$ cat src/rtl/flight.sv
// -----------------------------------------------------------------------------
// flight -- minimal flight controller core.
//
// Receives RC frames on an inverted 8N1 serial line, mixes throttle/roll/
// pitch/yaw into four motor duties, drives four PWM outputs, cuts the motors
// after a silence timeout, and reports every accepted frame on a debug UART.
//
// Ports
//   CLK            system clock (BASE_FREQ Hz)
//   RST_N          asynchronous active-low reset
//   RX_IN          RC serial input, inverted polarity (idles low)
//   MOTOR_1..4     motor PWM outputs
//   IMU_SCLK/MOSI  IMU SPI clock/data, held low (bus reserved)
//   IMU_CS         IMU SPI chip select, held high (bus reserved)
//   IMU_MISO       IMU SPI data in, ignored
//   DEBUG_UART_TX  debug serial output, 8N1, idles high
//
// Internal handshakes are single-cycle valid pulses with no back-pressure:
// rx_valid qualifies rx_byte for exactly one clock; frame_ok marks the clock
// on which duty_1..4 hold the freshly accepted frame. A consumer that is not
// ready simply ignores the pulse (the debug transmitter drops the report).
// -----------------------------------------------------------------------------
module flight #(
   parameter int BASE_FREQ   = 10_000_000,
   parameter int RC_BAUD     = 115200,
   parameter int DEBUG_BAUD  = 400000,
   parameter int PWM_FREQ    = 1000,
   parameter int FAILSAFE_MS = 100
) (
   input  logic CLK,
   input  logic RST_N,
   input  logic RX_IN,
   output logic MOTOR_1,
   output logic MOTOR_2,
   output logic MOTOR_3,
   output logic MOTOR_4,
   output logic IMU_SCLK,
   output logic IMU_MOSI,
   output logic IMU_CS,
   input  logic IMU_MISO,
   output logic DEBUG_UART_TX
);

   localparam int RC_CPB   = BASE_FREQ / RC_BAUD;
   localparam int DBG_CPB  = BASE_FREQ / DEBUG_BAUD;
   localparam int PWM_RAW  = BASE_FREQ / (PWM_FREQ * 256);
   localparam int PWM_DIV  = (PWM_RAW < 1) ? 1 : PWM_RAW;
   localparam int FS_LIMIT = FAILSAFE_MS * (BASE_FREQ / 1000);

   localparam int RC_W  = $clog2(RC_CPB + 1);
   localparam int DBG_W = $clog2(DBG_CPB + 1);
   localparam int PWM_W = $clog2(PWM_DIV + 1);
   localparam int FS_W  = $clog2(FS_LIMIT + 1);

   localparam logic [RC_W-1:0]  RC_LAST  = RC_W'(RC_CPB - 1);
   localparam logic [RC_W-1:0]  RC_HALF  = RC_W'((RC_CPB - 1) / 2);
   localparam logic [DBG_W-1:0] DBG_LAST = DBG_W'(DBG_CPB - 1);
   localparam logic [PWM_W-1:0] PWM_LAST = PWM_W'(PWM_DIV - 1);
   localparam logic [FS_W-1:0]  FS_MAX   = FS_W'(FS_LIMIT);

   typedef enum logic [1:0] {RX_IDLE, RX_START, RX_DATA, RX_STOP} rx_state_t;
   typedef enum logic [2:0] {P_IDLE, P_CH0, P_CH1, P_CH2, P_CH3, P_CHK} parse_state_t;
   typedef enum logic [1:0] {TX_IDLE, TX_START, TX_DATA, TX_STOP} tx_state_t;

   typedef struct packed {
      rx_state_t    rx;
      parse_state_t parse;
      tx_state_t    tx;
      logic         failsafe;
   } dbg_state_t;

   // ---------------- RC receiver ----------------
   // The synchronizer stores the already-inverted line, so it resets to the
   // idle level (1) of a conventional UART.
   logic            rx_meta, rx_sync;
   rx_state_t       rx_state;
   logic [RC_W-1:0] rx_cnt;
   logic [2:0]      rx_bit;
   logic [7:0]      rx_shift, rx_byte;
   logic            rx_valid;

   always_ff @(posedge CLK or negedge RST_N) begin
      if (!RST_N) begin
         rx_meta <= 1'b1;
         rx_sync <= 1'b1;
      end else begin
         rx_meta <= ~RX_IN;
         rx_sync <= rx_meta;
      end
   end

   always_ff @(posedge CLK or negedge RST_N) begin
      if (!RST_N) begin
         rx_state <= RX_IDLE;
         rx_cnt   <= '0;
         rx_bit   <= '0;
         rx_shift <= '0;
         rx_byte  <= '0;
         rx_valid <= 1'b0;
      end else begin
         rx_valid <= 1'b0;
         case (rx_state)
            RX_IDLE: begin
               rx_cnt <= '0;
               rx_bit <= '0;
               if (!rx_sync) rx_state <= RX_START;
            end
            RX_START: begin
               // Re-check at half a bit so glitches do not start a byte.
               if (rx_cnt == RC_HALF) begin
                  rx_cnt   <= '0;
                  rx_state <= rx_sync ? RX_IDLE : RX_DATA;
               end else begin
                  rx_cnt <= rx_cnt + RC_W'(1);
               end
            end
            RX_DATA: begin
               if (rx_cnt == RC_LAST) begin
                  rx_cnt   <= '0;
                  rx_shift <= {rx_sync, rx_shift[7:1]};
                  if (rx_bit == 3'd7) rx_state <= RX_STOP;
                  else                rx_bit   <= rx_bit + 3'd1;
               end else begin
                  rx_cnt <= rx_cnt + RC_W'(1);
               end
            end
            RX_STOP: begin
               if (rx_cnt == RC_LAST) begin
                  rx_cnt   <= '0;
                  rx_state <= RX_IDLE;
                  if (rx_sync) begin
                     rx_byte  <= rx_shift;
                     rx_valid <= 1'b1;
                  end
               end else begin
                  rx_cnt <= rx_cnt + RC_W'(1);
               end
            end
            default: rx_state <= RX_IDLE;
         endcase
      end
   end

   // ---------------- Frame parser and mixer ----------------
   parse_state_t p_state;
   logic [7:0]   ch_t, ch_r, ch_p, ch_y;
   logic [7:0]   duty_1, duty_2, duty_3, duty_4;
   logic         frame_ok;

   logic [7:0]        ch_sum, chk_exp;
   logic signed [10:0] t_s, r_s, p_s, y_s;
   logic [7:0]        mix_1, mix_2, mix_3, mix_4;

   function automatic logic [7:0] mix_sat(input logic [7:0] thr,
                                          input logic signed [10:0] v);
      if (thr == 8'd0)          return 8'd0;
      else if (v < 11'sd0)      return 8'd0;
      else if (v > 11'sd255)    return 8'd255;
      else                      return v[7:0];
   endfunction

   assign ch_sum  = ch_t + ch_r + ch_p + ch_y;
   assign chk_exp = 8'hFF - ch_sum;
   assign t_s     = $signed({3'b000, ch_t});
   assign r_s     = $signed({3'b000, ch_r}) - 11'sd128;
   assign p_s     = $signed({3'b000, ch_p}) - 11'sd128;
   assign y_s     = $signed({3'b000, ch_y}) - 11'sd128;
   assign mix_1   = mix_sat(ch_t, t_s - r_s + p_s + y_s);
   assign mix_2   = mix_sat(ch_t, t_s - r_s - p_s - y_s);
   assign mix_3   = mix_sat(ch_t, t_s + r_s - p_s + y_s);
   assign mix_4   = mix_sat(ch_t, t_s + r_s + p_s - y_s);

   // Channel values are staging registers; only a good checksum commits them
   // into the duty registers, so a bad frame leaves the motors untouched.
   always_ff @(posedge CLK or negedge RST_N) begin
      if (!RST_N) begin
         p_state  <= P_IDLE;
         ch_t     <= '0;
         ch_r     <= '0;
         ch_p     <= '0;
         ch_y     <= '0;
         duty_1   <= '0;
         duty_2   <= '0;
         duty_3   <= '0;
         duty_4   <= '0;
         frame_ok <= 1'b0;
      end else begin
         frame_ok <= 1'b0;
         if (rx_valid) begin
            case (p_state)
               P_IDLE: if (rx_byte == 8'h7E) p_state <= P_CH0;
               P_CH0: begin ch_t <= rx_byte; p_state <= P_CH1; end
               P_CH1: begin ch_r <= rx_byte; p_state <= P_CH2; end
               P_CH2: begin ch_p <= rx_byte; p_state <= P_CH3; end
               P_CH3: begin ch_y <= rx_byte; p_state <= P_CHK; end
               P_CHK: begin
                  p_state <= P_IDLE;
                  if (rx_byte == chk_exp) begin
                     frame_ok <= 1'b1;
                     duty_1   <= mix_1;
                     duty_2   <= mix_2;
                     duty_3   <= mix_3;
                     duty_4   <= mix_4;
                  end
               end
               default: p_state <= P_IDLE;
            endcase
         end
      end
   end

   // ---------------- Failsafe ----------------
   // Starts saturated so the motors stay off until the first good frame.
   logic [FS_W-1:0] fs_cnt;
   logic            failsafe;

   assign failsafe = (fs_cnt == FS_MAX);

   always_ff @(posedge CLK or negedge RST_N) begin
      if (!RST_N)         fs_cnt <= FS_MAX;
      else if (frame_ok)  fs_cnt <= '0;
      else if (!failsafe) fs_cnt <= fs_cnt + FS_W'(1);
   end

   // ---------------- PWM ----------------
   // Active duties load only on the counter wrap, so a frame never glitches.
   logic [PWM_W-1:0] pre_cnt;
   logic [7:0]       pwm_cnt;
   logic [7:0]       act_1, act_2, act_3, act_4;

   always_ff @(posedge CLK or negedge RST_N) begin
      if (!RST_N) begin
         pre_cnt <= '0;
         pwm_cnt <= '0;
         act_1   <= '0;
         act_2   <= '0;
         act_3   <= '0;
         act_4   <= '0;
      end else if (pre_cnt == PWM_LAST) begin
         pre_cnt <= '0;
         pwm_cnt <= pwm_cnt + 8'd1;
         if (pwm_cnt == 8'hFF) begin
            act_1 <= failsafe ? 8'd0 : duty_1;
            act_2 <= failsafe ? 8'd0 : duty_2;
            act_3 <= failsafe ? 8'd0 : duty_3;
            act_4 <= failsafe ? 8'd0 : duty_4;
         end
      end else begin
         pre_cnt <= pre_cnt + PWM_W'(1);
      end
   end

   assign MOTOR_1 = (pwm_cnt < act_1);
   assign MOTOR_2 = (pwm_cnt < act_2);
   assign MOTOR_3 = (pwm_cnt < act_3);
   assign MOTOR_4 = (pwm_cnt < act_4);

   // ---------------- Debug transmitter ----------------
   // The five report bytes sit in one 40-bit register shifted one bit per
   // data bit, so after eight shifts the next byte is already at bit 0.
   tx_state_t        tx_state;
   logic [DBG_W-1:0] tx_cnt;
   logic [2:0]       tx_bit, tx_idx;
   logic [39:0]      tx_buf;
   logic             tx_out;

   always_ff @(posedge CLK or negedge RST_N) begin
      if (!RST_N) begin
         tx_state <= TX_IDLE;
         tx_cnt   <= '0;
         tx_bit   <= '0;
         tx_idx   <= '0;
         tx_buf   <= '0;
         tx_out   <= 1'b1;
      end else begin
         case (tx_state)
            TX_IDLE: begin
               tx_out <= 1'b1;
               if (frame_ok) begin
                  tx_buf   <= {duty_4, duty_3, duty_2, duty_1, 8'hA5};
                  tx_idx   <= '0;
                  tx_cnt   <= '0;
                  tx_out   <= 1'b0;
                  tx_state <= TX_START;
               end
            end
            TX_START: begin
               if (tx_cnt == DBG_LAST) begin
                  tx_cnt   <= '0;
                  tx_bit   <= '0;
                  tx_out   <= tx_buf[0];
                  tx_state <= TX_DATA;
               end else begin
                  tx_cnt <= tx_cnt + DBG_W'(1);
               end
            end
            TX_DATA: begin
               if (tx_cnt == DBG_LAST) begin
                  tx_cnt <= '0;
                  tx_buf <= {1'b0, tx_buf[39:1]};
                  if (tx_bit == 3'd7) begin
                     tx_out   <= 1'b1;
                     tx_state <= TX_STOP;
                  end else begin
                     tx_bit <= tx_bit + 3'd1;
                     tx_out <= tx_buf[1];
                  end
               end else begin
                  tx_cnt <= tx_cnt + DBG_W'(1);
               end
            end
            TX_STOP: begin
               if (tx_cnt == DBG_LAST) begin
                  tx_cnt <= '0;
                  if (tx_idx == 3'd4) begin
                     tx_state <= TX_IDLE;
                  end else begin
                     tx_idx   <= tx_idx + 3'd1;
                     tx_out   <= 1'b0;
                     tx_state <= TX_START;
                  end
               end else begin
                  tx_cnt <= tx_cnt + DBG_W'(1);
               end
            end
            default: tx_state <= TX_IDLE;
         endcase
      end
   end

   assign DEBUG_UART_TX = tx_out;

   // ---------------- IMU bus (reserved) and state visibility ----------------
   assign IMU_CS   = 1'b1;
   assign IMU_SCLK = 1'b0;
   assign IMU_MOSI = 1'b0;

   dbg_state_t dbg_state;
   assign dbg_state = '{rx: rx_state, parse: p_state, tx: tx_state, failsafe: failsafe};

   logic unused_sinks;
   assign unused_sinks = ^{IMU_MISO, dbg_state};

endmodule

$ cat config.mk
export PLATFORM = sky130hd
export DESIGN_NAME = flight
export DESIGN_NICKNAME = d
export VERILOG_FILES = /design/src/rtl/flight.sv
export SDC_FILE = /design/constraint.sdc
export NUM_CORES = 1
export LEC_CHECK = 0
export CORE_MARGIN = 2
export CORE_UTILIZATION = 62
export CTS_BUF_LIST = sky130_fd_sc_hd__clkbuf_4
export CTS_CLUSTER_DIAMETER = 50
export DETAILED_ROUTE_END_ITERATION = 8
export DONT_BUFFER_PORTS = 1
export PLACE_DENSITY_LB_ADDON = 0.3
export SLEW_MARGIN = 20
export SYNTH_ARGS = -nofsm -noshare
export SYNTH_HDL_FRONTEND = slang
export SYNTH_SLANG_ARGS = --single-unit
$ cat constraint.sdc
create_clock -name CLK -period 5.8 [get_ports CLK]
set_input_delay 0.87 -clock CLK [delete_from_list [all_inputs] [get_ports CLK]]
set_output_delay 0.87 -clock CLK [all_outputs]
set_load 0.005 [all_outputs]
Word-level counts from Yosys, hierarchy flattened
Index checks and enable logic that the tools add are counted.

Flip-flop bits (word level): 219. Logic and storage cells: 200. Output and inout port bits: 8.

Add/sub/neg operators: 25. Equal/unequal tests: 37. Reductions and logical operators: 26. Muxes and demuxes: 68. Bitwise operators: 1. $lt $le $gt $ge: 12.

Operators with widths (count): $mux W8 (16); $mux W40 (2); $pmux W40 S2 (1); $gt A11 B9 Y1 const B (4); $lt A11 B1 Y1 const B (4); $mux W20 (2); $lt A8 B8 Y1 (4); $ne A2 B2 Y1 const B (15); $mux W3 (9); $sub A8 B8 Y9 const B (3); $add A8 B8 Y8 (3); $add A10 B9 Y11 (2); $add A11 B9 Y11 (2); $mux W2 (11); $sub A10 B9 Y11 (2); $sub A11 B9 Y11 (2); $pmux W7 S3 (1); $add A20 B1 Y20 const B (1); $eq A20 B20 Y1 const B (1); $pmux W3 S2 (3); $pmux W2 S4 (2); $eq A3 B3 Y1 const B (5); $pmux W3 S5 (1); $mux W7 (2); other kinds (35) (71).

Logic depth before layout (Yosys ltp)
Word-level depth: 8. Gate-level depth with buffers: 21.

Least setup slack after synthesis
Ideal clock, no wire load.

Path kind: reg-to-reg. From: register ch_r[1]. To: register duty_4[2]. Data arrival time: 4450 ps. Setup time: 74 ps. Cell stages (with the launch flop): 22. Data required time: 5726 ps. Buffers on the path: 1. Setup slack: 1276 ps. Cells stage by stage: dfrtp_1 > inv_1 > ha_1 > nor2b_1 > o21a_1 > o21ai_0 > a21oi_1 > o21ai_0 > a21oi_1 > nor2_1 > xnor2_1 > fa_1 > ha_1 > inv_1 > nor3_1 > a21boi_0 > a31oi_1 > or4b_2 > nand3_1 > or3b_1 > buf_4 > o21ai_2.

Longest elaborated chain between the ends: 8. Elaborated cells between the ends (all ways): 15. Those cells by class: add/sub (8); order compare (2); eq/ne (1); mux (3); reduce/logical (1).

RTL lines: from (decl) (line 146) `logic [7:0] ch_t, ch_r, ch_p, ch_y;`; from (signal assigned) (line 179) `ch_r <= '0;`; from (signal assigned) (line 193) `P_CH1: begin ch_r <= rx_byte; p_state <= P_CH2; end`; $sub A8 B8 Y9 (line 165) `assign r_s = $signed({3'b000, ch_r}) - 11'sd128;`; $add A9 B9 Y10 (line 171) `assign mix_4 = mix_sat(ch_t, t_s + r_s + p_s - y_s);`; $add A10 B9 Y11 (line 171); $sub A11 B9 Y11 (line 171); $gt A11 B9 Y1 (line 158) `else if (v > 11'sd255) return 8'd255;`; $mux W8 (line 158); $mux W8 (line 157) `else if (v < 11'sd0) return 8'd0;`; $mux W8 (line 156) `if (thr == 8'd0) return 8'd0;`; to (signal assigned) (line 203) `duty_4 <= mix_4;`; to (decl) (line 147) `logic [7:0] duty_1, duty_2, duty_3, duty_4;`.

Several ways; a longest one is shown, not always the timed one. A chain may end at the register's enable or synchronous reset.

Worst setup path in the final report
From: register ch_r[1]. To: register duty_4[6].

The elaborated chain is that of the path after synthesis.

==> flow_metrics.tcl <==
set metrics [dict create \
    run_status "completed" \
    power.clock.fraction 0.453 \
    postCtsSetupRepairBufs 0 \
    post_synth.cell_area_avg_um2 9.276 \
    vias 10700 \
    post-synth-top-count-cell "sky130_fd_sc_hd__dfrtp_1" \
    crit_path_cell_trace "inv_1 > ha_1 > nor2b_1 > o21a_1 > o21ai_0 > a21oi_1 > o21ai_0 > a21oi_1 > nor2_1 > xnor2_1 > fa_1 > ha_1 > inv_1 > nor3_1 > a21boi_0 > a31oi_1 > or4b_2 > nand3_1 > or3b_1 > o21ai_2" \
    dominant_combinational_cell_family_by_area_after_synthesis "adder cells" \
    critical_path.n_buffers_inverters 2 \
    hold_class "in2async" \
    cts_tree "yes" \
    fin_skew_ps 58.00 \
    cts_buffers 57 \
    timing.critical_path.max_delay_family "simple AND/OR/NAND/NOR gates" \
    die-height_um 156.6 \
    routed_wire_length_per_instance_um 14.91 \
    routabilityCongestion 0.8863 \
    mappedNetlistArea_um2 14430 \
    nets_final 1738 \
    power_switching_w 0.0007181 \
    postSynth.topFlopCell "sky130_fd_sc_hd__dfrtp_1" \
    number_of_enable_flip_flop_cells_after_synthesis 0 \
    slew_headroom 0.2968 \
    setup_slack_ps 536.1 \
    p_seq_frac 0.529 \
    maxSlewViolCount 0 \
    clkSlewWorstSetupHoldPaths_ps 70 \
    p_per_area_nw_per_um2 189.0 \
    synthCells 1556 \
    count_of_final_hold_check_violations 0 \
    floorplan.core_area_um2 22780 \
    critPathLaunchType "flop" \
    cp.arrival_ps 5880 \
    worstReg2RegStart "ch_r[1]" \
    drc 0 \
    final_min_period_over_clock_period 0.9076 \
    numClockSinks 219 \
    crit-reg2reg-capture "duty_4[6]" \
    synth_mux_area_frac 0.04135 \
    synth.ff_latch_count 219 \
    synth_compound_area_frac 0.1313 \
    irDropWorstVdd_mv 0.1872 \
    floorplan.die.width_um 156.6 \
    timing.critical_path.from "ch_r[1]" \
    cp_num_cells 20 \
    yosys.cell_types.count 72 \
    criticalPathCategory "reg2reg" \
    globalRouteOverflowTotal 0 \
    postRouteAntennaNets 0 \
    port_buffers 0 \
    worst_slew_pin_slew_ps 1051 \
    worst-r2r-setup-slack_ps 540 \
    largest_net_degree_at_the_start_of_global_routing 220 \
    ctsRootBufferMaster "sky130_fd_sc_hd__clkbuf_4" \
    drt-initial-drc-count 639 \
    pin_count 12 \
    synth-adder-area-share 0.1727 \
    fp.dieArea_um2 24520 \
    cp_slowest_stage_delay_ps 640 \
    route.final.wire_length_mm 28.86 \
    power.leakage_nw 6.869 \
    grt_setup_unrepaired "false" \
    area_of_the_multi_input_gates_um2 8198 \
    worst_setup_path_endpoint "duty_4[6]" \
    grt_antenna_before_repair 1 \
    routed_via_density 5.527 \
    cts.htree.levels 2 \
    area_taken_by_flip_flops_and_latches_um2 5493 \
    critPathRequiredTime_ps 6420 \
    final.fill_count 1783 \
    crit_path_top_delay_cell "sky130_fd_sc_hd__or4b_2" \
    reg2regPathDepth 20 \
    cap_viol_max_count 0 \
    placement_rows 55 \
    synth_commonest_cells "sky130_fd_sc_hd__dfrtp_1, sky130_fd_sc_hd__nand2_1, sky130_fd_sc_hd__nor2_1" \
    global_route_wire_length_before_repair_mm 49.60 \
    critPathCaptureType "flop" \
    yosys_warnings 0 \
    report.final.setup_viol 0 \
    floorplan.initialDensity 0.6337 \
    clock.fmax_mhz 190.0 \
    worstSkewPairLatency_ps 740 \
    grt_pass1_vias 10570 \
    cts_resized 0 \
    comb_power_share 0.018 \
    synth_top_area_share 0.3623 \
    syn2layout_area_growth_pct 7.238 \
    synthDominantAreaCellType "sky130_fd_sc_hd__dfrtp_1" \
    drt_pre_antenna_iters 5 \
    synth-async-reset-ratio 1.000 \
    global_route.usage.total 0.2482 \
    fin_setup_tns_ps 0 \
    postCtsHoldBufs 1 \
    power_switching_share 0.2455 \
    post-route-min-period_ps 5264 \
    dpl_worst_slack_ps 630.3 \
    final_layout_size_suffix_gt1_frac 0.09433 \
    synth-simple-area-share 0.1597 \
    synthXorXnorAreaFrac 0.06120 \
    crit_path_max_fanout 8 \
    cts.path.max_buffers 3 \
    internal_power_w 0.002207 \
    synth.yosys.seq_area_share 0.3805 \
    detail_placement_hpwl_mm 20.83 \
    post_synth_main_area_contributors "sky130_fd_sc_hd__dfrtp_1, sky130_fd_sc_hd__ha_1, sky130_fd_sc_hd__fa_1" \
]
## how the worst min path moves through the flow
stage | from | endpoint | slack (ps) | cells past startpoint
after floorplan | rx_meta | rx_sync | 350 | 0
after global placement | rx_meta | rx_sync | 350 | 0
after detailed placement | rx_meta | rx_sync | 350 | 0
after CTS | RX_IN | rx_meta | 130 | 1
after global routing | RST_N | act_2[2] | 50 | 1
final | RST_N | act_2[1] | 40 | 1
## power by group through the flow
| stage | logic, W | clock network [W] | registers (W) |
|---|---|---|---|
| final | 0.0000529 | 0.00132 | 0.00155 |
| after global routing | 0.0000647 | 0.00145 | 0.00155 |
| after CTS | 0.0000537 | 0.00137 | 0.00155 |
| after detailed placement | 0.0000216 | 0 | 0.00158 |
| after global placement | 0.0000200 | 0 | 0.00157 |
| after floorplan | 0.0000226 | 0 | 0.00157 |
## cell usage in the layout, fill, tap and decap left out, types with 6 or more instances in the layout
cell type,instances
sky130_fd_sc_hd__a211oi_1,6
sky130_fd_sc_hd__a21o_1,22
sky130_fd_sc_hd__a21oi_1,75
sky130_fd_sc_hd__a22o_1,9
sky130_fd_sc_hd__a31oi_1,11
sky130_fd_sc_hd__and3_1,6
sky130_fd_sc_hd__buf_4,9
sky130_fd_sc_hd__clkbuf_4,81
sky130_fd_sc_hd__clkinv_1,20
sky130_fd_sc_hd__dfrtp_1,209
sky130_fd_sc_hd__dfstp_2,10
sky130_fd_sc_hd__fa_1,57
sky130_fd_sc_hd__ha_1,103
sky130_fd_sc_hd__inv_1,141
sky130_fd_sc_hd__mux2_2,21
sky130_fd_sc_hd__mux2i_1,36
sky130_fd_sc_hd__nand2_1,201
sky130_fd_sc_hd__nand2b_1,20
sky130_fd_sc_hd__nand3_1,34
sky130_fd_sc_hd__nand3b_1,6
sky130_fd_sc_hd__nand4_1,16
sky130_fd_sc_hd__nand4b_1,6
sky130_fd_sc_hd__nor2_1,144
sky130_fd_sc_hd__nor2b_1,22
sky130_fd_sc_hd__nor3_1,16
sky130_fd_sc_hd__o21a_1,7
sky130_fd_sc_hd__o21ai_0,116
sky130_fd_sc_hd__o21ai_2,8
sky130_fd_sc_hd__o31ai_1,16
sky130_fd_sc_hd__or3_1,6
sky130_fd_sc_hd__xnor2_1,64
sky130_fd_sc_hd__xor2_1,35
## metrics by stage
| step | instances | area, um2 | hold slack [ps] | utilization | total power (W) |
|---|---|---|---|---|---|
| after global routing | 1936 | 15480 | 45.60 | 0.6795 | 0.003064 |
| after global placement | 1825 | 14680 | 347.8 | 0.6446 | 0.001595 |
| final | 1936 | 15480 | 41.98 | 0.6795 | 0.002925 |
| after detailed placement | 1825 | 14680 | 353.6 | 0.6446 | 0.001597 |
| after CTS | 1934 | 15450 | 128.1 | 0.6782 | 0.002968 |
| after floorplan | 1557 | 14440 | 345.2 | - | 0.001594 |
## sequential cells by signal (all words and copies together) (netlist names), 5 cells and up, named ones only
register	cells
fs_cnt	20
rx_byte	8
rx_shift	8
duty_3	8
act_3	8
act_1	8
act_4	8
duty_4	8
pre_cnt	6
ch_p	8
duty_1	8
ch_t	8
tx_cnt	5
tx_buf	40
ch_y	8
duty_2	8
act_2	8
pwm_cnt	8
ch_r	8
rx_cnt	7
## worst register-to-register path, cell delays in order (launching register included)
cell and delay [ps]:
sky130_fd_sc_hd__dfrtp_1 460, sky130_fd_sc_hd__inv_1 90, sky130_fd_sc_hd__ha_1 300, sky130_fd_sc_hd__nor2b_1 120, sky130_fd_sc_hd__o21a_1 130, sky130_fd_sc_hd__o21ai_0 80
sky130_fd_sc_hd__a21oi_1 200, sky130_fd_sc_hd__o21ai_0 100, sky130_fd_sc_hd__a21oi_1 240, sky130_fd_sc_hd__nor2_1 90, sky130_fd_sc_hd__xnor2_1 310, sky130_fd_sc_hd__fa_1 510
sky130_fd_sc_hd__ha_1 380, sky130_fd_sc_hd__inv_1 120, sky130_fd_sc_hd__nor3_1 50, sky130_fd_sc_hd__a21boi_0 290, sky130_fd_sc_hd__a31oi_1 160, sky130_fd_sc_hd__or4b_2 640
sky130_fd_sc_hd__nand3_1 100, sky130_fd_sc_hd__or3b_1 570, sky130_fd_sc_hd__o21ai_2 220
## logic make-up (layout without fill, tap and decap cells)
logic type               count (synthesis)  in the layout
AO/OA/AOI/OAI                          310            310
AND/OR/NAND/NOR                        506            506
buffers and inverters                  196            261
flip-flops                             219            219
adder cells (fa/ha/maj)                166            166
XOR/XNOR                               100            100
multiplexers                            57             57
other                                    2              4
## area by class of cell
type	instances	area share
tap	313	0.02530
sequential	219	0.3549
timing repair buffer	11	0.007922
antenna	1	0.0001617
inverter	142	0.03444
clock inverter	27	0.008407
clock buffer	81	0.03929
multi-input combinational	1142	0.5296
## per-layer routing
layer	track usage	wire length, um	vias up
met1	0.3344	13560	5183
met2	0.4141	13630	183
li1	-	-	5286
met3	0.03905	1057	49
met4	0.07995	618	0
met5	0	0	-
Note: power is estimated with default switching activity, not from simulation.
